<file path="config.mk">
export PLATFORM = sky130hd
export DESIGN_NAME = ps2_matrix_kbd_flat
export DESIGN_NICKNAME = d
export VERILOG_FILES = /design/src/rtl/ps2_matrix_kbd_pkg.sv /design/src/rtl/ps2_matrix_kbd_if.sv /design/src/rtl/ps2_matrix_kbd_rx.sv /design/src/rtl/ps2_matrix_kbd.sv /design/src/flat_wrapper.sv
export SDC_FILE = /design/constraint.sdc
export NUM_CORES = 1
export LEC_CHECK = 0
export BUFFER_PORTS_ARGS = -buffer_cell sky130_fd_sc_hd__buf_2
export CAP_MARGIN = 20
export CORE_MARGIN = 2
export CORE_UTILIZATION = 40
export CTS_CLUSTER_SIZE = 16
export DETAILED_ROUTE_END_ITERATION = 10
export MAX_ROUTING_LAYER = met4
export SKIP_CTS_REPAIR_TIMING = 1
export SLEW_MARGIN = 20
export SYNTH_ARGS = -nofsm -noshare
export SYNTH_HDL_FRONTEND = slang
export SYNTH_SLANG_ARGS = --single-unit
</file>
<file path="constraint.sdc">
create_clock -name clk -period 3.4 [get_ports clk]
set_clock_uncertainty 0.15 [all_clocks]
set_input_delay 0.51 -clock clk [delete_from_list [all_inputs] [get_ports clk]]
set_output_delay 0.51 -clock clk [all_outputs]
set_load 0.1 [all_outputs]
</file>
<file path="src/rtl/ps2_matrix_kbd_pkg.sv">
// Shared scancodes, decoder state and map-ROM entry layout for the PS/2 matrix keyboard.
package ps2_kbd_pkg;

  localparam logic [7:0] SC_EXT    = 8'hE0;
  localparam logic [7:0] SC_BRK    = 8'hF0;
  localparam logic [7:0] SC_PAUSE  = 8'hE1;
  localparam logic [7:0] SC_BAT    = 8'hAA;
  localparam logic [7:0] SC_OVR_LO = 8'h00;
  localparam logic [7:0] SC_OVR_HI = 8'hFF;
  localparam logic [7:0] SC_CTRL   = 8'h14;
  localparam logic [7:0] SC_F11    = 8'h78;

  // Pause is E1 followed by seven more bytes that are swallowed
  localparam int unsigned SKIP_W     = 3;
  localparam logic [2:0]  PAUSE_SKIP = 3'd7;

  localparam int unsigned MAP_FW = 8;
  localparam int unsigned ADDR_W = 9;

  typedef enum logic [1:0] {
    ST_IDLE,
    ST_SKIP,
    ST_LOOKUP,
    ST_APPLY
  } dec_state_e;

  // Map-ROM entry widened to fixed field widths so range checks are size independent
  typedef struct packed {
    logic              valid;
    logic              special;
    logic [MAP_FW-1:0] row;
    logic [MAP_FW-1:0] col;
  } map_ent_t;

  function automatic logic is_flush_code(input logic [7:0] code);
    return (code == SC_BAT) || (code == SC_OVR_LO) || (code == SC_OVR_HI);
  endfunction

endpackage

</file>
<file path="src/rtl/ps2_matrix_kbd_if.sv">
// Scancode map ROM bus: keyboard drives {ext, scancode}, ROM returns an entry one cycle later.
interface ps2_map_if #(
  parameter int unsigned ROWS = 6,
  parameter int unsigned COLS = 12
);
  localparam int unsigned MW = 2 + $clog2(ROWS) + $clog2(COLS);

  logic [8:0]    map_addr;
  logic [MW-1:0] map_data;

  modport master (output map_addr, input  map_data);
  modport slave  (input  map_addr, output map_data);
endinterface

</file>
<file path="src/rtl/ps2_matrix_kbd_rx.sv">
// PS/2 byte receiver: synchronisers, clock glitch filter, frame shifter, parity/stop checks and timeout.
module ps2_rx #(
  parameter int unsigned FILT    = 8,
  parameter int unsigned TIMEOUT = 50000
) (
  input  logic       clk,
  input  logic       reset,
  input  logic       ps2_clk,
  input  logic       ps2_dat,
  output logic [7:0] code,
  output logic       byte_valid,
  output logic       frame_err
);

  localparam int unsigned FW = $clog2(FILT + 1);
  localparam int unsigned TW = $clog2(TIMEOUT + 1);

  logic [1:0]    clk_sync;
  logic [1:0]    dat_sync;
  logic          filt_lvl;
  logic [FW-1:0] filt_cnt;
  logic [3:0]    bit_cnt;
  logic [9:0]    shreg;
  logic [TW-1:0] to_cnt;

  logic flip;
  logic fall;
  logic timeout;
  logic frame_ok;

  // Filtered level flips on the FILT-th consecutive sample that disagrees with it
  assign flip    = (clk_sync[1] != filt_lvl) && (filt_cnt == FW'(FILT - 1));
  assign fall    = flip & filt_lvl;
  assign timeout = (bit_cnt != 4'd0) && (to_cnt == TW'(TIMEOUT));

  // shreg holds start in [0], data in [8:1], parity in [9]; stop is the live sample
  assign frame_ok = ~shreg[0] & (^shreg[9:1]) & dat_sync[1];

  always_ff @(posedge clk) begin
    if (reset) begin
      clk_sync   <= 2'b11;
      dat_sync   <= 2'b11;
      filt_lvl   <= 1'b1;
      filt_cnt   <= '0;
      bit_cnt    <= '0;
      shreg      <= '0;
      to_cnt     <= '0;
      code       <= '0;
      byte_valid <= 1'b0;
      frame_err  <= 1'b0;
    end else begin
      clk_sync   <= {clk_sync[0], ps2_clk};
      dat_sync   <= {dat_sync[0], ps2_dat};
      byte_valid <= 1'b0;
      frame_err  <= 1'b0;

      if (clk_sync[1] == filt_lvl) begin
        filt_cnt <= '0;
      end else if (flip) begin
        filt_lvl <= clk_sync[1];
        filt_cnt <= '0;
      end else begin
        filt_cnt <= filt_cnt + FW'(1);
      end

      // Idle-time counter saturates at TIMEOUT so it never wraps during long idles
      if (flip) begin
        to_cnt <= '0;
      end else if (to_cnt != TW'(TIMEOUT)) begin
        to_cnt <= to_cnt + TW'(1);
      end

      if (timeout) begin
        bit_cnt   <= '0;
        frame_err <= 1'b1;
      end else if (fall) begin
        if (bit_cnt == 4'd10) begin
          bit_cnt <= '0;
          if (frame_ok) begin
            code       <= shreg[8:1];
            byte_valid <= 1'b1;
          end else begin
            frame_err <= 1'b1;
          end
        end else begin
          shreg   <= {dat_sync[1], shreg[9:1]};
          bit_cnt <= bit_cnt + 4'd1;
        end
      end
    end
  end

endmodule

</file>
<file path="src/rtl/ps2_matrix_kbd.sv">
// PS/2 keyboard to host key-matrix emulator: prefix decoding, map-ROM lookup, matrix and modifier state.
module ps2_matrix_kbd
  import ps2_kbd_pkg::*;
#(
  parameter int unsigned ROWS    = 6,
  parameter int unsigned COLS    = 12,
  parameter int unsigned NMOD    = 4,
  parameter int unsigned FILT    = 8,
  parameter int unsigned TIMEOUT = 50000
) (
  input  logic             clk,
  input  logic             reset,
  input  logic             ps2_clk,
  input  logic             ps2_dat,
  input  logic [ROWS-1:0]  row_in,
  output logic [COLS-1:0]  col_out,
  input  logic [COLS-1:0]  col_in,
  output logic [ROWS-1:0]  row_out,
  ps2_map_if.master        map,
  output logic [NMOD-1:0]  mods,
  output logic             reset_key,
  output logic             frame_err
);

  localparam int unsigned RW = $clog2(ROWS);
  localparam int unsigned CW = $clog2(COLS);
  localparam int unsigned MW = 2 + RW + CW;
  localparam int unsigned MI = (NMOD > 1) ? $clog2(NMOD) : 1;

  logic [7:0] code;
  logic       byte_valid;

  ps2_rx #(
    .FILT    (FILT),
    .TIMEOUT (TIMEOUT)
  ) u_rx (
    .clk        (clk),
    .reset      (reset),
    .ps2_clk    (ps2_clk),
    .ps2_dat    (ps2_dat),
    .code       (code),
    .byte_valid (byte_valid),
    .frame_err  (frame_err)
  );

  dec_state_e                 state_q, state_d;
  logic                       ext_q, ext_d;
  logic                       brk_q, brk_d;
  logic                       ctrl_q, ctrl_d;
  logic                       rkey_d;
  logic [SKIP_W-1:0]          skip_q, skip_d;
  logic [ADDR_W-1:0]          addr_q, addr_d;
  logic [ROWS-1:0][COLS-1:0]  matrix_q, matrix_d;
  logic [NMOD-1:0]            mods_d;
  map_ent_t                   ent;

  assign map.map_addr = addr_q;

  // Unpack the ROM word {valid, special, row, col} into fixed-width fields
  always_comb begin
    ent         = '0;
    ent.valid   = map.map_data[MW-1];
    ent.special = map.map_data[MW-2];
    ent.row     = MAP_FW'(map.map_data[RW+CW-1:CW]);
    ent.col     = MAP_FW'(map.map_data[CW-1:0]);
  end

  // Decoder next-state and next-value logic
  always_comb begin
    state_d  = state_q;
    ext_d    = ext_q;
    brk_d    = brk_q;
    ctrl_d   = ctrl_q;
    rkey_d   = reset_key;
    skip_d   = skip_q;
    addr_d   = addr_q;
    matrix_d = matrix_q;
    mods_d   = mods;

    unique case (state_q)
      ST_IDLE: begin
        if (byte_valid) begin
          if (code == SC_EXT) begin
            ext_d = 1'b1;
          end else if (code == SC_BRK) begin
            brk_d = 1'b1;
          end else if (code == SC_PAUSE) begin
            state_d = ST_SKIP;
            skip_d  = PAUSE_SKIP;
            ext_d   = 1'b0;
            brk_d   = 1'b0;
          end else if (is_flush_code(code)) begin
            matrix_d = '0;
            mods_d   = '0;
            ext_d    = 1'b0;
            brk_d    = 1'b0;
            ctrl_d   = 1'b0;
            rkey_d   = 1'b0;
          end else begin
            if (code == SC_CTRL) ctrl_d = ~brk_q;
            if (code == SC_F11)  rkey_d = ctrl_q & ~brk_q;
            addr_d  = {ext_q, code};
            state_d = ST_LOOKUP;
          end
        end
      end

      ST_SKIP: begin
        if (byte_valid) begin
          skip_d = skip_q - SKIP_W'(1);
          if (skip_q == SKIP_W'(1)) state_d = ST_IDLE;
        end
      end

      ST_LOOKUP: state_d = ST_APPLY;

      ST_APPLY: begin
        // Out-of-range entries are silently dropped
        if (ent.valid) begin
          if (ent.special) begin
            if (ent.col < MAP_FW'(NMOD)) mods_d[ent.col[MI-1:0]] = ~brk_q;
          end else if ((ent.row < MAP_FW'(ROWS)) && (ent.col < MAP_FW'(COLS))) begin
            matrix_d[ent.row[RW-1:0]][ent.col[CW-1:0]] = ~brk_q;
          end
        end
        ext_d   = 1'b0;
        brk_d   = 1'b0;
        state_d = ST_IDLE;
      end

      default: state_d = ST_IDLE;
    endcase
  end

  always_ff @(posedge clk) begin
    if (reset) begin
      state_q   <= ST_IDLE;
      ext_q     <= 1'b0;
      brk_q     <= 1'b0;
      ctrl_q    <= 1'b0;
      reset_key <= 1'b0;
      skip_q    <= '0;
      addr_q    <= '0;
      matrix_q  <= '0;
      mods      <= '0;
    end else begin
      state_q   <= state_d;
      ext_q     <= ext_d;
      brk_q     <= brk_d;
      ctrl_q    <= ctrl_d;
      reset_key <= rkey_d;
      skip_q    <= skip_d;
      addr_q    <= addr_d;
      matrix_q  <= matrix_d;
      mods      <= mods_d;
    end
  end

  // Bidirectional scan: a pressed key pulls its column low for a selected row and vice versa
  always_comb begin
    col_out = '1;
    row_out = '1;
    for (int r = 0; r < ROWS; r++) begin
      for (int c = 0; c < COLS; c++) begin
        if (matrix_q[r][c]) begin
          if (!row_in[r]) col_out[c] = 1'b0;
          if (!col_in[c]) row_out[r] = 1'b0;
        end
      end
    end
  end

endmodule

</file>
<file path="src/flat_wrapper.sv">
// flat-port wrapper written by rule: the top's interface ports become plain ports
module ps2_matrix_kbd_flat import ps2_kbd_pkg::*;
#(
  parameter int unsigned ROWS    = 6,
  parameter int unsigned COLS    = 12,
  parameter int unsigned NMOD    = 4,
  parameter int unsigned FILT    = 8,
  parameter int unsigned TIMEOUT = 50000
)
  (clk, reset, ps2_clk, ps2_dat, row_in, col_out, col_in, row_out, mods, reset_key, frame_err, map_map_addr, map_map_data);
  ps2_map_if #(.ROWS(ROWS), .COLS(COLS)) map_i ();
  input  logic clk;
  input  logic reset;
  input  logic ps2_clk;
  input  logic ps2_dat;
  input  logic [ROWS-1:0] row_in;
  output logic [COLS-1:0] col_out;
  input  logic [COLS-1:0] col_in;
  output logic [ROWS-1:0] row_out;
  output logic [NMOD-1:0] mods;
  output logic reset_key;
  output logic frame_err;
  output wire logic [$bits(map_i.map_addr)-1:0] map_map_addr;
  input wire logic [$bits(map_i.map_data)-1:0] map_map_data;
  assign map_map_addr = map_i.map_addr;
  assign map_i.map_data = map_map_data;
  ps2_matrix_kbd #(.ROWS(ROWS), .COLS(COLS), .NMOD(NMOD), .FILT(FILT), .TIMEOUT(TIMEOUT)) u_core (.clk(clk), .reset(reset), .ps2_clk(ps2_clk), .ps2_dat(ps2_dat), .row_in(row_in), .col_out(col_out), .col_in(col_in), .row_out(row_out), .map(map_i), .mods(mods), .reset_key(reset_key), .frame_err(frame_err));
endmodule
</file>
# Word level (Yosys, flattened, before mapping)
# Cells that the tools add are included.
# W data, S select, Z words.
# classes
add_sub_neg	4
muxes	332
n_reduce_logical	32
eq_ne	34
order_cmp	9
n_bitwise	14
# op_table
op	n
$mux W72	8
$mux W1	291
$pmux W72 S2	1
$bwmux W72	1
$eq A8 B8 Y1 const B	5
$demux W12 S3	1
$mux W4	9
$reduce_and A6 Y1	5
$reduce_and A9 Y1	2
$add A16 B1 Y16 const B	1
$eq A16 B16 Y1 const B	1
$ne A16 B16 Y1 const B	1
$ne A2 B2 Y1 const B	8
$mux W3	5
$mux W2	7
$mux W12	1
$reduce_and A4 Y1	3
$ne A2 B1 Y1 const B	5
$not A1 Y1	10
$reduce_xor A9 Y1	1
$add A4 B1 Y4 const B	2
$eq A8 B5 Y1 const B	1
$eq A8 B7 Y1 const B	1
$logic_not A8 Y1	1
37 further kinds	54
# totals
ff_bits	143

# Logic depth before layout (Yosys ltp)
# Gate-level depths: netlist (run 1).
# logic_depth
word_depth	24
mapped_depth	8

# By module
# Synthesis (run 1) repeated with hierarchy kept, for this count alone.
# unflattened
hier_cells	946
hier_area_um2	7598.5
# by_module_without_submodules
module	instances	area_each_um2	cells_each
ps2_matrix_kbd	1	5429.0	717
ps2_rx	1	2169.6	229

# Worst setup path before layout (run 1)
# No wires, ideal clock.
# synth_path
path_kind	input to output
startpoint	input col_in[7]
endpoint	output row_out[0]
arrival_ns	3.157
setup_slack_ns	-0.417
cell_stages	3
path_buffers	0
path_cell_list	o22ai_1 > or4_1 > nor3_1
# synth_between
elab_chain_len	10
# synth_lines
item	line_no	text
from (decl)	flat_wrapper.sv:18	input logic [COLS-1:0] col_in;
$mux W1 *	ps2_matrix_kbd.sv:167	if (!col_in[c]) row_out[r] = 1'b0;
$mux W1 *	ps2_matrix_kbd.sv:165	if (matrix_q[r][c]) begin
$mux W1	ps2_matrix_kbd.sv:167	
$mux W1 *	ps2_matrix_kbd.sv:165	
$mux W1	ps2_matrix_kbd.sv:167	
$mux W1 *	ps2_matrix_kbd.sv:165	
$mux W1	ps2_matrix_kbd.sv:167	
$mux W1 *	ps2_matrix_kbd.sv:165	
$mux W1	ps2_matrix_kbd.sv:167	
$mux W1 *	ps2_matrix_kbd.sv:165	
to (decl)	flat_wrapper.sv:19	output logic [ROWS-1:0] row_out;
# Every way passes the cells marked *; elsewhere a longest branch is shown, timed or not.

# Final worst setup path (run 1)
# layout_path
startpoint	register u_core.u_rx.code[7]
endpoint	register u_core.matrix_q[9] (netlist name)
# layout_between
elab_chain_len	5
elab_cells_between_ends	13
cone_classes	eq/ne (9); reduce/logical (4)
# layout_lines
item	line_no	text
from (decl)	ps2_matrix_kbd_rx.sv:10	output logic [7:0] code,
from (signal assigned)	ps2_matrix_kbd_rx.sv:80	code <= shreg[8:1];
$eq A8 B8 Y1 or $logic_not A8 Y1 (tied branches)	ps2_matrix_kbd_pkg.sv:36	return (code == SC_BAT) || (code == SC_OVR_LO) || (code == SC_OVR_HI);
$logic_or A1 B1 Y1 (2 in series)	ps2_matrix_kbd_pkg.sv:36	
$ne A2 B1 Y1 (no line)	--	
$reduce_and A9 Y1 (no line) *	--	
to (signal assigned)	ps2_matrix_kbd.sv:154	matrix_q <= matrix_d;
to (decl)	ps2_matrix_kbd.sv:53	logic [ROWS-1:0][COLS-1:0] matrix_q, matrix_d;
# Marks and branches as above.
# A chain may end at the register's enable or synchronous reset.

==> flow_metrics.py, run 1 <==
metrics = {
    "run_status": {
        "status": "complete, no violations",
    },
    "setup_path": {
        "r2r_start": "u_core.u_rx.code[7]$_SDFFE_PP0P_",
        "r2r_end": "u_core.matrix_q[9]$_SDFFE_PP0P_",
        "reg2reg_slack_ns": 0.46,
        "worstPathMaxFanout": 56,
        "worst-path-buf-inv": 1,
        "cp_top_family": "compound AO/OA/AOI/OAI gates",
        "crit_required_ns": 3.49,
        "critPathKind": "reg -> reg",
        "ff2ff_path_depth": 6,
        "crit_path_start": "u_core.u_rx.code[7]$_SDFFE_PP0P_",
        "max_stage_delay_ns": 0.55,
        "start_kind": "flop",
        "path_cells": "or4_4 > a2111o_1 > a21o_4 > a211oi_4 > buf_12 > a221oi_1",
        "crit_slowest_cell": "or4_4",
        "crit_arrival_ns": 3.02,
        "cp-end-kind": "flop",
    },
    "synthesis": {
        "synth_cell_types": 64,
        "synth_compound_area_share_pct": 31.5,
        "synth_top_family_by_area": "compound AO/OA/AOI/OAI gates",
        "yosys_register_bits": 143,
        "syn_inst": 1009,
        "yosysMostFrequentCell": "dfxtp_1",
        "syn_nets": 1049,
        "synthMuxAreaShare_pct": 3.82,
        "ys_seq_area_share_pct": 35.0,
        "synthArstFlopShare_pct": 0,
        "synth_ff_type": "dfxtp_1",
        "netlist_top_cells_count": "dfxtp_1 (143), o21ai_0 (129), inv_1 (93), nor3_1 (76), o22ai_1 (72)",
        "synth_top_cell_by_area": "dfxtp_1",
        "synth_edf_count": 0,
        "synthXorXnorAreaFrac_pct": 2.74,
        "yosysTopAreaCellShare_pct": 35.0,
        "synth_area_um2": 8180,
        "yosys_warnings": 0,
        "synthTopCellsByArea": "dfxtp_1 (35%), o21ai_0 (7.9%), a221oi_2 (7.3%), o22ai_1 (5.5%), nor3_1 (4.6%)",
        "synth_fa_ha_area_share_pct": 1.38,
        "synth_simple_gate_area_share_pct": 16.7,
        "postSynthAreaPerCell_um2": 8.11,
    },
    "grt": {
        "grt_pass1_wl_um": 40700,
        "gr-total-overflow": 0,
        "grt_pass1_vias": 7512,
        "grt_max_degree": 75,
        "grt_antenna_before_repair": 2,
        "grt_usage_pct": 24.2,
    },
    "finish": {
        "num-fill-cells": 1986,
        "drive_above_1_share_pct": 18.6,
        "nets": 1065,
        "final_util_pct": 46.4,
        "seq_area_um2": 2860,
        "multi_input_area_um2": 4720,
        "syn_to_final_growth_pct": 14.4,
    },
    "floorplanning": {
        "die_area_um2": 21600,
        "die_h_um": 147,
        "ioPinCount": 64,
        "design.core.area_um2": 20200,
        "start_util_pct": 40.6,
        "num_rows": 52,
        "die_w_um": 147,
    },
    "timing": {
        "worstMarginPinSlew_ns": 1.09,
        "min_period_ns": 2.94,
        "setup_viol": 0,
        "finalHoldViolCount": 0,
        "rsz0062_at_grt": "no",
        "period_share_pct": 86.3,
        "max_freq_mhz": 341,
        "slew_headroom_pct": 27.4,
        "setup_slack_ns": 0.465,
        "setup_tns_ns": 0,
        "slew_violations": 0,
    },
    "pwr": {
        "leakagePower_nw": 2.88,
        "peakVddDrop_uv": 344,
        "p_per_area_nw_per_um2": 402,
    },
    "route": {
        "finalWirelength_um": 25200,
        "ant_nets": 0,
        "drt_iter0_drc": 887,
        "dr.pass1.iters": 7,
        "via_per_inst": 6.13,
        "avgRoutedWirePerCell_um": 19.3,
        "vias": 8029,
        "drc_errors": 0,
    },
    "clocking": {
        "clk_pin_slew_ns": 0.07,
        "ctsHtreeMaxLevel": 4,
        "clock_sinks": 143,
        "cts_tree": "yes",
        "numCtsBuffers": 17,
        "clkLatencyLatePin_ns": 0.43,
        "cts_root_buf": "clkbuf_16",
        "clock_path_buffers": 2,
    },
    "worst_hold_path": {
        "min_to": "u_core.u_rx.dat_sync[0]$_SDFF_PP1_",
        "holdCritPathClass": "in -> reg",
        "hold_depth": 2,
        "worstHoldStart": "ps2_dat",
    },
    "placement": {
        "place.gp.congestion": 0.933,
        "dp_hpwl_um": 16900,
        "pre_cts_ws_ns": 0.498,
        "io_buffers": 63,
    },
    "run": {
        "drv_cap": 0,
    },
}
area by class of cell:
cell class | count | share of cell area (%)
clock buffer | 19 | 4.73
inverter | 94 | 3.77
timing repair buffer | 80 | 5.16
clock inverter | 13 | 1.63
antenna | 2 | 0.0535
sequential | 143 | 30.6
tap | 270 | 3.61
multi-input combinational | 689 | 50.4
registers in the layout, summed over array words and instances, names as in the netlist, 3 cells and up:
| signal | cells |
|---|---|
| u_core.matrix_q | 72 |
| u_core.u_rx.to_cnt | 16 |
| u_core.u_rx.shreg | 10 |
| u_core.map.map_addr | 9 |
| u_core.u_rx.code | 8 |
| u_core.mods | 4 |
| u_core.u_rx.bit_cnt | 4 |
| u_core.u_rx.filt_cnt | 4 |
| u_core.skip_q | 3 |
cell families (layout without fill, tap and decap cells):
logic type	count (synthesis)	count (layout)
and+or+nand+nor	270	270
adders and majority gates	9	9
buffers and inverters	177	206
DFF	143	143
xor gates and xnor gates	24	24
muxes	31	31
AOI/OAI and AO/OA	355	355
other	0	2
worst max path at each step:
| stage | end | cells past startpoint |
|---|---|---|
| detailed placement | u_core.matrix_q[22]$_SDFFE_PP0P_ | 6 |
| global route | u_core.matrix_q[12]$_SDFFE_PP0P_ | 6 |
| finish | u_core.matrix_q[9]$_SDFFE_PP0P_ | 6 |
| CTS | row_out[2] | 5 |
| floorplan | row_out[0] | 3 |
| global placement | u_core.matrix_q[17]$_SDFFE_PP0P_ | 6 |
power breakdown:
part | switching [W] | leakage [nW] | total, W | internal (W)
clock network | 0.000795 | 0.286 | 0.00191 | 0.00111
registers | 0.00000520 | 1.15 | 0.00169 | 0.00168
logic | 0.000128 | 1.44 | 0.000167 | 0.0000390
layer usage:
metal	vias to the layer above	share of wire, %	GRT usage [%]
met5	-	0	-
met1	3823	43	31.4
met2	356	46	36.7
li1	3783	-	-
met3	67	7.5	4.50
met4	0	3.5	10.9
stage by stage:
| step | area (um2) | power [W] | instances | hold WS (ns) |
|---|---|---|---|---|
| after floorplan | 8270 | 0.00181 | 1009 | 0.239 |
| after global placement | 8750 | 0.00189 | 1276 | 0.243 |
| after detailed placement | 8760 | 0.00189 | 1276 | 0.245 |
| after CTS | 9350 | 0.00379 | 1308 | 0.0859 |
| after global routing | 9360 | 0.00386 | 1310 | 0.0932 |
| final | 9360 | 0.00376 | 1310 | 0.100 |
placed cells by master (no fill, tap or decap), types with 3 or more instances in the layout:
cell | netlist | routed
dfxtp_1 | 143 | 143
o21ai_0 | 129 | 129
inv_1 | 93 | 92
o22ai_1 | 72 | 72
buf_2 | 5 | 62
nor3_1 | 76 | 58
nand2_1 | 55 | 55
nor2_1 | 48 | 48
a221oi_2 | 40 | 40
a221oi_1 | 32 | 32
mux2i_1 | 29 | 29
a21oi_1 | 25 | 25
o211ai_1 | 23 | 23
nand3_1 | 19 | 19
nor3_2 | 0 | 18
clkbuf_16 | 0 | 17
xnor2_1 | 15 | 15
buf_4 | 0 | 15
nor4_1 | 10 | 10
nor2b_1 | 9 | 9
or4_1 | 8 | 8
xor2_1 | 8 | 8
ha_1 | 9 | 8
or2_2 | 7 | 7
nand2b_1 | 7 | 7
nand4_1 | 6 | 6
nand3b_1 | 5 | 5
o31ai_1 | 5 | 5
o32ai_1 | 4 | 4
clkinv_4 | 0 | 4
and3_1 | 3 | 3
or3_1 | 3 | 3
o41ai_1 | 3 | 3
inv_6 | 0 | 3
buf_12 | 0 | 3
Note: power is estimated with default switching activity, not from simulation.
==> inputs of run 2 (changes only) <==
--- a/config.mk
+++ b/config.mk
@@ -5,6 +5,7 @@
 export SDC_FILE = /design/constraint.sdc
 export NUM_CORES = 1
 export LEC_CHECK = 0
+export ABC_AREA = 1
 export BUFFER_PORTS_ARGS = -buffer_cell sky130_fd_sc_hd__buf_2
 export CAP_MARGIN = 20
 export CORE_MARGIN = 2
==> constraint.sdc (replaced) <==
create_clock -name clk -period 3.4 [get_ports clk]
set_clock_uncertainty 0.15 [all_clocks]
set_input_delay 0.51 -clock clk [delete_from_list [all_inputs] [get_ports clk]]
set_output_delay 0.51 -clock clk [all_outputs]
set_load 0.005 [all_outputs]
==> run 2 against run 1 <==
Final cell count rose by 22%. Die area up 2.7%. Clock power is 8% lower. First-iteration DRC count down 33%. Total power fell by 3.8%. Register-to-register slack gained 0.25 ns. Clock-buffer cell count fell by 1. Worst hold slack improved by 0.013 ns. Cell area is 1.4% higher. Critical path type unchanged. Largest cell class unchanged. Largest power group unchanged. Highest routed layer unchanged.
==> flow_metrics.py, run 2 <==
metrics = {
    "run_status": {
        "status": "complete, no violations",
    },
    "pwr": {
        "leakagePower_nw": 3.35,
        "power.share.sequential_pct": 46.5,
        "p_int_w": 0.00273,
        "p_clk_share_pct": 48.7,
        "p_comb_share_pct": 4.8,
        "switching_power_w": 0.000890,
        "switching_share_pct": 24.6,
        "peakVddDrop_uv": 316,
        "p_per_area_nw_per_um2": 382,
    },
    "synthesis": {
        "synthArstFlopShare_pct": 0,
        "synth_simple_gate_area_share_pct": 33.3,
        "postSynthAreaPerCell_um2": 6.51,
        "synth_edf_count": 0,
        "yosys_warnings": 0,
        "synth_cell_types": 37,
        "syn_nets": 1332,
        "synth_top_family_by_area": "simple AND/OR/NAND/NOR gates",
        "synth_compound_area_share_pct": 19.7,
        "syn_inst": 1292,
        "synthMuxAreaShare_pct": 0,
        "yosysTopAreaCellShare_pct": 34.1,
        "synth_fa_ha_area_share_pct": 1.34,
        "yosysMostFrequentCell": "nand2_1",
        "netlist_top_cells_count": "nand2_1 (267), inv_1 (155), dfxtp_1 (143), a21oi_1 (120), o21ai_0 (112)",
        "synthXorXnorAreaFrac_pct": 0.521,
        "ys_seq_area_share_pct": 34.1,
        "synthTopCellsByArea": "dfxtp_1 (34%), nand2_1 (12%), a21oi_1 (7.1%), inv_1 (6.9%), o21ai_0 (6.7%)",
        "synth_top_cell_by_area": "dfxtp_1",
        "yosys_register_bits": 143,
        "synth_area_um2": 8410,
        "synth_ff_type": "dfxtp_1",
    },
    "placement": {
        "place_area_um2": 8930,
        "io_buffers": 63,
        "pre_cts_ws_ns": 0.731,
        "place.gp.congestion": 0.933,
        "dp_hpwl_um": 16600,
    },
    "setup_path": {
        "crit_path_start": "u_core.state_q[0]$_SDFFE_PP0P_",
        "worstPathMaxFanout": 47,
        "crit_required_ns": 3.56,
        "ff2ff_path_depth": 11,
        "reg2reg_slack_ns": 0.71,
        "cp-end-kind": "flop",
        "critPathCapture": "u_core.matrix_q[36]$_SDFFE_PP0P_",
        "path_cells": "inv_1 > ha_1 > inv_2 > nor2_1 > nor2_4 > o21ai_1 > nor3_4 > buf_12 > nand3_1 > nand2_1 > a21oi_1",
        "crit_arrival_ns": 2.84,
        "crit_slowest_cell": "nor3_4",
        "cp.depth": 11,
        "r2r_end": "u_core.matrix_q[36]$_SDFFE_PP0P_",
        "start_kind": "flop",
        "r2r_start": "u_core.state_q[0]$_SDFFE_PP0P_",
        "worst-path-buf-inv": 3,
        "cp_top_family": "simple AND/OR/NAND/NOR gates",
        "critPathKind": "reg -> reg",
        "max_stage_delay_ns": 0.65,
    },
    "clocking": {
        "numCtsBuffers": 17,
        "cts_tree": "yes",
        "cts_root_buf": "clkbuf_16",
        "clkLatencyLatePin_ns": 0.43,
        "clock_sinks": 143,
        "clock_path_buffers": 2,
        "clk_pin_slew_ns": 0.06,
        "ctsHtreeMaxLevel": 4,
    },
    "timing": {
        "slew_violations": 0,
        "finalHoldViolCount": 0,
        "setup_slack_ns": 0.711,
        "setup_viol": 0,
        "worstMarginPinSlew_ns": 0.857,
        "hold_ws_ns": 0.114,
        "period_share_pct": 79.1,
        "min_period_ns": 2.69,
        "max_freq_mhz": 372,
        "setup_tns_ns": 0,
        "slew_headroom_pct": 42.6,
        "rsz0062_at_grt": "no",
    },
    "worst_hold_path": {
        "worstHoldStart": "ps2_clk",
        "holdCritPathClass": "in -> reg",
    },
    "finish": {
        "syn_to_final_growth_pct": 12.8,
        "nets": 1355,
        "layout_common_cells": "nand2_1 (267), inv_1 (154), dfxtp_1 (143)",
        "final_common_cell": "nand2_1",
        "largest_reg_flops": 72,
        "fin_area_um2": 9480,
        "top_register": "u_core.matrix_q",
        "reg_top3": "u_core.matrix_q (72), u_core.u_rx.to_cnt (16), u_core.u_rx.shreg (10)",
        "drive_above_1_share_pct": 9.57,
    },
    "route": {
        "ant_nets": 0,
        "drt_iter0_drc": 594,
        "avgRoutedWirePerCell_um": 15.3,
        "dr.pass1.iters": 7,
        "vias": 8637,
        "via_per_inst": 5.39,
        "drc_errors": 0,
        "finalWirelength_um": 24600,
    },
    "floorplanning": {
        "die_h_um": 149,
        "num_rows": 53,
        "die_area_um2": 22200,
        "design.core.area_um2": 20800,
        "start_util_pct": 40.4,
        "ioPinCount": 64,
        "die_w_um": 149,
    },
    "grt": {
        "grt_usage_pct": 22.9,
        "gr-total-overflow": 0,
        "grt_antenna_before_repair": 1,
        "grt_max_degree": 81,
        "grt_pass1_wl_um": 39400,
        "grt_pass1_vias": 7621,
    },
    "run": {
        "drv_cap": 0,
    },
}
-- run 2: changes by cell type after synthesis, moves of 27 or more --
cell,before,now
a21oi_1,25,120
a221oi_1,32,1
a221oi_2,40,0
inv_1,93,155
mux2i_1,29,0
nand2_1,55,267
nand3_1,19,95
nand3b_1,5,72
nor2_1,48,75
nor3_1,76,28
-- run 2: power groups by stage --
stage	Combinational [W]	Clock (W)	Sequential [W]
after floorplan	0.0000945	0	0.00172
after global placement	0.000170	0	0.00172
after detailed placement	0.000171	0	0.00172
after CTS	0.000171	0.00180	0.00168
after global routing	0.000190	0.00186	0.00168
final	0.000173	0.00176	0.00168
-- run 2: worst min path at each step --
stage	end	slack, ns	cells after the start
finish	u_core.u_rx.clk_sync[0]$_SDFF_PP1_	0.11	2
CTS	u_core.u_rx.clk_sync[0]$_SDFF_PP1_	0.10	2
floorplan	u_core.u_rx.clk_sync[1]$_SDFF_PP1_	0.24	1
global placement	u_core.u_rx.dat_sync[1]$_SDFF_PP1_	0.24	1
detailed placement	u_core.u_rx.dat_sync[1]$_SDFF_PP1_	0.25	1
global route	u_core.u_rx.dat_sync[0]$_SDFF_PP1_	0.10	2
-- run 2: routing by layer --
layer / vias up / GRT usage, % / share of wire, %
met5: - / - / 0
met4: 0 / 6.62 / 2.1
met3: 43 / 4.74 / 6.6
met2: 272 / 36.2 / 47
met1: 3923 / 29.6 / 45
li1: 4399 / - / -
-- run 2: cell families after synthesis --
logic type	after synthesis
AO/OA/AOI/OAI	309
XOR/XNOR	5
adder cells (fa/ha/maj)	9
buffers and inverters	236
flip-flops	143
AND/OR/NAND/NOR	590
-- run 2: layout make-up --
type / instances / area, um2
flip-flops and latches: 143 / 2860
repair buffers: 79 / 510
multi-input cells: 913 / 4610
fillers: 2200 / 11300
inverters: 161 / 604
diodes: 1 / 2.50
clock inverters: 13 / 116
well taps: 275 / 344
clock buffers: 18 / 429
-- run 2: worst register-to-register path, stage by stage (launching register included) --
cell and delay, ns:
dfxtp_1 0.36, inv_1 0.08, ha_1 0.32, inv_2 0.13
nor2_1 0.08, nor2_4 0.13, o21ai_1 0.12, nor3_4 0.65
buf_12 0.31, nand3_1 0.13, nand2_1 0.08, a21oi_1 0.04
-- run 2: through the flow --
| step | total power [W] | std cells | utilization (%) |
|---|---|---|---|
| final | 0.00362 | 1603 | 45.5 |
| after global routing | 0.00374 | 1603 | 45.5 |
| after CTS | 0.00366 | 1602 | 45.5 |
| after detailed placement | 0.00189 | 1571 | 42.9 |
| after global placement | 0.00189 | 1571 | 42.9 |
| after floorplan | 0.00182 | 1292 | - |
==> inputs of run 3 (changes only) <==
==> constraint.sdc (replaced) <==
create_clock -name clk -period 2.2 [get_ports clk]
set_clock_uncertainty 0.15 [all_clocks]
set_input_delay 0.33 -clock clk [delete_from_list [all_inputs] [get_ports clk]]
set_output_delay 0.33 -clock clk [all_outputs]
set_load 0.005 [all_outputs]
==> run 3 against run 2 <==
Global-route usage grew 0.94 points. Flip-flop and latch count did not move. Largest cell class unchanged. The run now ends with setup timing left. Worst setup slack worse by 0.79 ns.
==> flow_metrics.py, run 3 (synthesis results as in run 2) <==
metrics = {
    "floorplanning": {
        "num_rows": 53,
        "ioPinCount": 64,
        "die_h_um": 149,
        "die_w_um": 149,
        "start_util_pct": 40.4,
        "design.core.area_um2": 20800,
        "die_area_um2": 22200,
    },
    "setup_path": {
        "start_kind": "flop",
        "path_cells": "inv_1 > o22ai_1 > nor4_1 > nor3b_2 > buf_2",
        "crit_arrival_ns": 1.80,
        "crit_required_ns": 1.72,
        "worst-path-buf-inv": 2,
        "cp_top_family": "simple AND/OR/NAND/NOR gates",
        "worstPathMaxFanout": 3,
        "max_stage_delay_ns": 0.38,
        "cp-end-kind": "output port",
        "crit_slowest_cell": "nor4_1",
        "critPathKind": "reg -> out",
    },
    "finish": {
        "final_common_cell": "nand2_1",
        "seq_area_um2": 2870,
        "drive_above_1_share_pct": 15.4,
        "nets": 1409,
        "layout_common_cells": "nand2_1 (264), inv_1 (143), dfxtp_1 (140)",
        "final_util_pct": 50.2,
        "multi_input_area_um2": 4730,
        "top_register": "u_core.matrix_q",
        "diodes": 0,
        "largest_reg_flops": 72,
        "fin_area_um2": 10400,
        "reg_top3": "u_core.matrix_q (72), u_core.u_rx.to_cnt (16), u_core.u_rx.shreg (10)",
        "syn_to_final_growth_pct": 24.2,
        "num-fill-cells": 2130,
    },
    "run": {
        "drv_cap": 0,
    },
    "grt": {
        "grt_antenna_before_repair": 0,
        "grt_max_degree": 106,
        "grt_pass1_vias": 8032,
        "gr-total-overflow": 0,
        "grt_pass1_wl_um": 41200,
        "grt_usage_pct": 23.8,
    },
    "placement": {
        "dp_hpwl_um": 17000,
        "place_area_um2": 9240,
        "place.gp.congestion": 0.936,
        "io_buffers": 63,
    },
    "route": {
        "avgRoutedWirePerCell_um": 16.2,
        "drc_errors": 0,
        "drt_iter0_drc": 914,
        "via_per_inst": 5.50,
        "vias": 9102,
        "finalWirelength_um": 26800,
        "ant_nets": 0,
        "dr.pass1.iters": 8,
    },
    "timing": {
        "worstMarginPinSlew_ns": 0.580,
        "setup_slack_ns": -0.0790,
        "finalHoldViolCount": 0,
        "setup_viol": 3,
        "slew_violations": 0,
        "max_freq_mhz": 439,
        "min_period_ns": 2.28,
        "rsz0062_at_grt": "yes",
        "hold_ws_ns": 0.113,
        "setup_tns_ns": -0.100,
        "slew_headroom_pct": 61.4,
        "period_share_pct": 104,
    },
    "pwr": {
        "peakVddDrop_uv": 539,
        "leakagePower_nw": 3.83,
        "p_per_area_nw_per_um2": 590,
        "total_power_w": 0.00616,
    },
    "clocking": {
        "ctsHtreeMaxLevel": 4,
        "numCtsBuffers": 17,
        "cts_root_buf": "clkbuf_16",
        "clk_pin_slew_ns": 0.07,
        "clock_path_buffers": 2,
        "clock_sinks": 143,
        "cts_tree": "yes",
        "clkLatencyLatePin_ns": 0.43,
    },
    "run_status": {
        "violations": "setup timing",
        "status": "finished, violations left",
    },
    "worst_hold_path": {
        "holdCritPathClass": "in -> reg",
    },
}
[run 3: final timing paths]
| check | from | end | slack (ns) | depth (start not counted) |
|---|---|---|---|---|
| worst max-delay path | u_core.matrix_q[54]$_SDFFE_PP0P_ | row_out[4] | -0.08 | 5 |
| worst min-delay path | map_map_data[0] | u_core.mods[0]$_SDFFE_PP0P_ | 0.11 | 4 |
| worst min register to register | u_core.u_rx.dat_sync[0]$_SDFF_PP1_ | u_core.u_rx.dat_sync[1]$_SDFF_PP1_ | 0.26 | 1 |
| worst max register to register | u_core.state_q[1]$_SDFFE_PP0P_ | u_core.matrix_q[55]$_SDFFE_PP0P_ | 0.06 | 11 |
[run 3: per-stage QoR]
stage / worst slack (ns) / std cells
floorplan: 0.0745 / 1292
global placement: 0.114 / 1600
detailed placement: 0.0652 / 1600
CTS: -0.128 / 1631
global route: -0.111 / 1656
finish: -0.0790 / 1656
[run 3: power breakdown]
group,switching (W),total [W],internal (W)
clock network,0.00119,0.00327,0.00208
registers,0.00000521,0.00260,0.00260
logic,0.000203,0.000288,0.0000854
[run 3: per-layer routing]
metal	track usage, %	vias to the layer above	part of all wire, %
met2	38.0	343	46
met5	-	-	0
li1	-	4512	-
met1	30.3	4184	43
met3	4.34	63	7.3
met4	8.33	0	3.2
[run 3: area by class of cell]
cell class	instances	share of cell area [%]
multi-input combinational	915	45.3
sequential	143	27.4
timing repair buffer	131	11.8
inverter	161	5.82
clock buffer	19	4.34
tap	275	3.29
clock inverter	12	1.98
[run 3: worst min-delay path: cells and delay by family]
family | cells | cell delay (ns)
and+or+nand+nor | 2 | 0.14
buffers and inverters | 1 | 0.11
AOI/OAI and AO/OA | 1 | 0.06
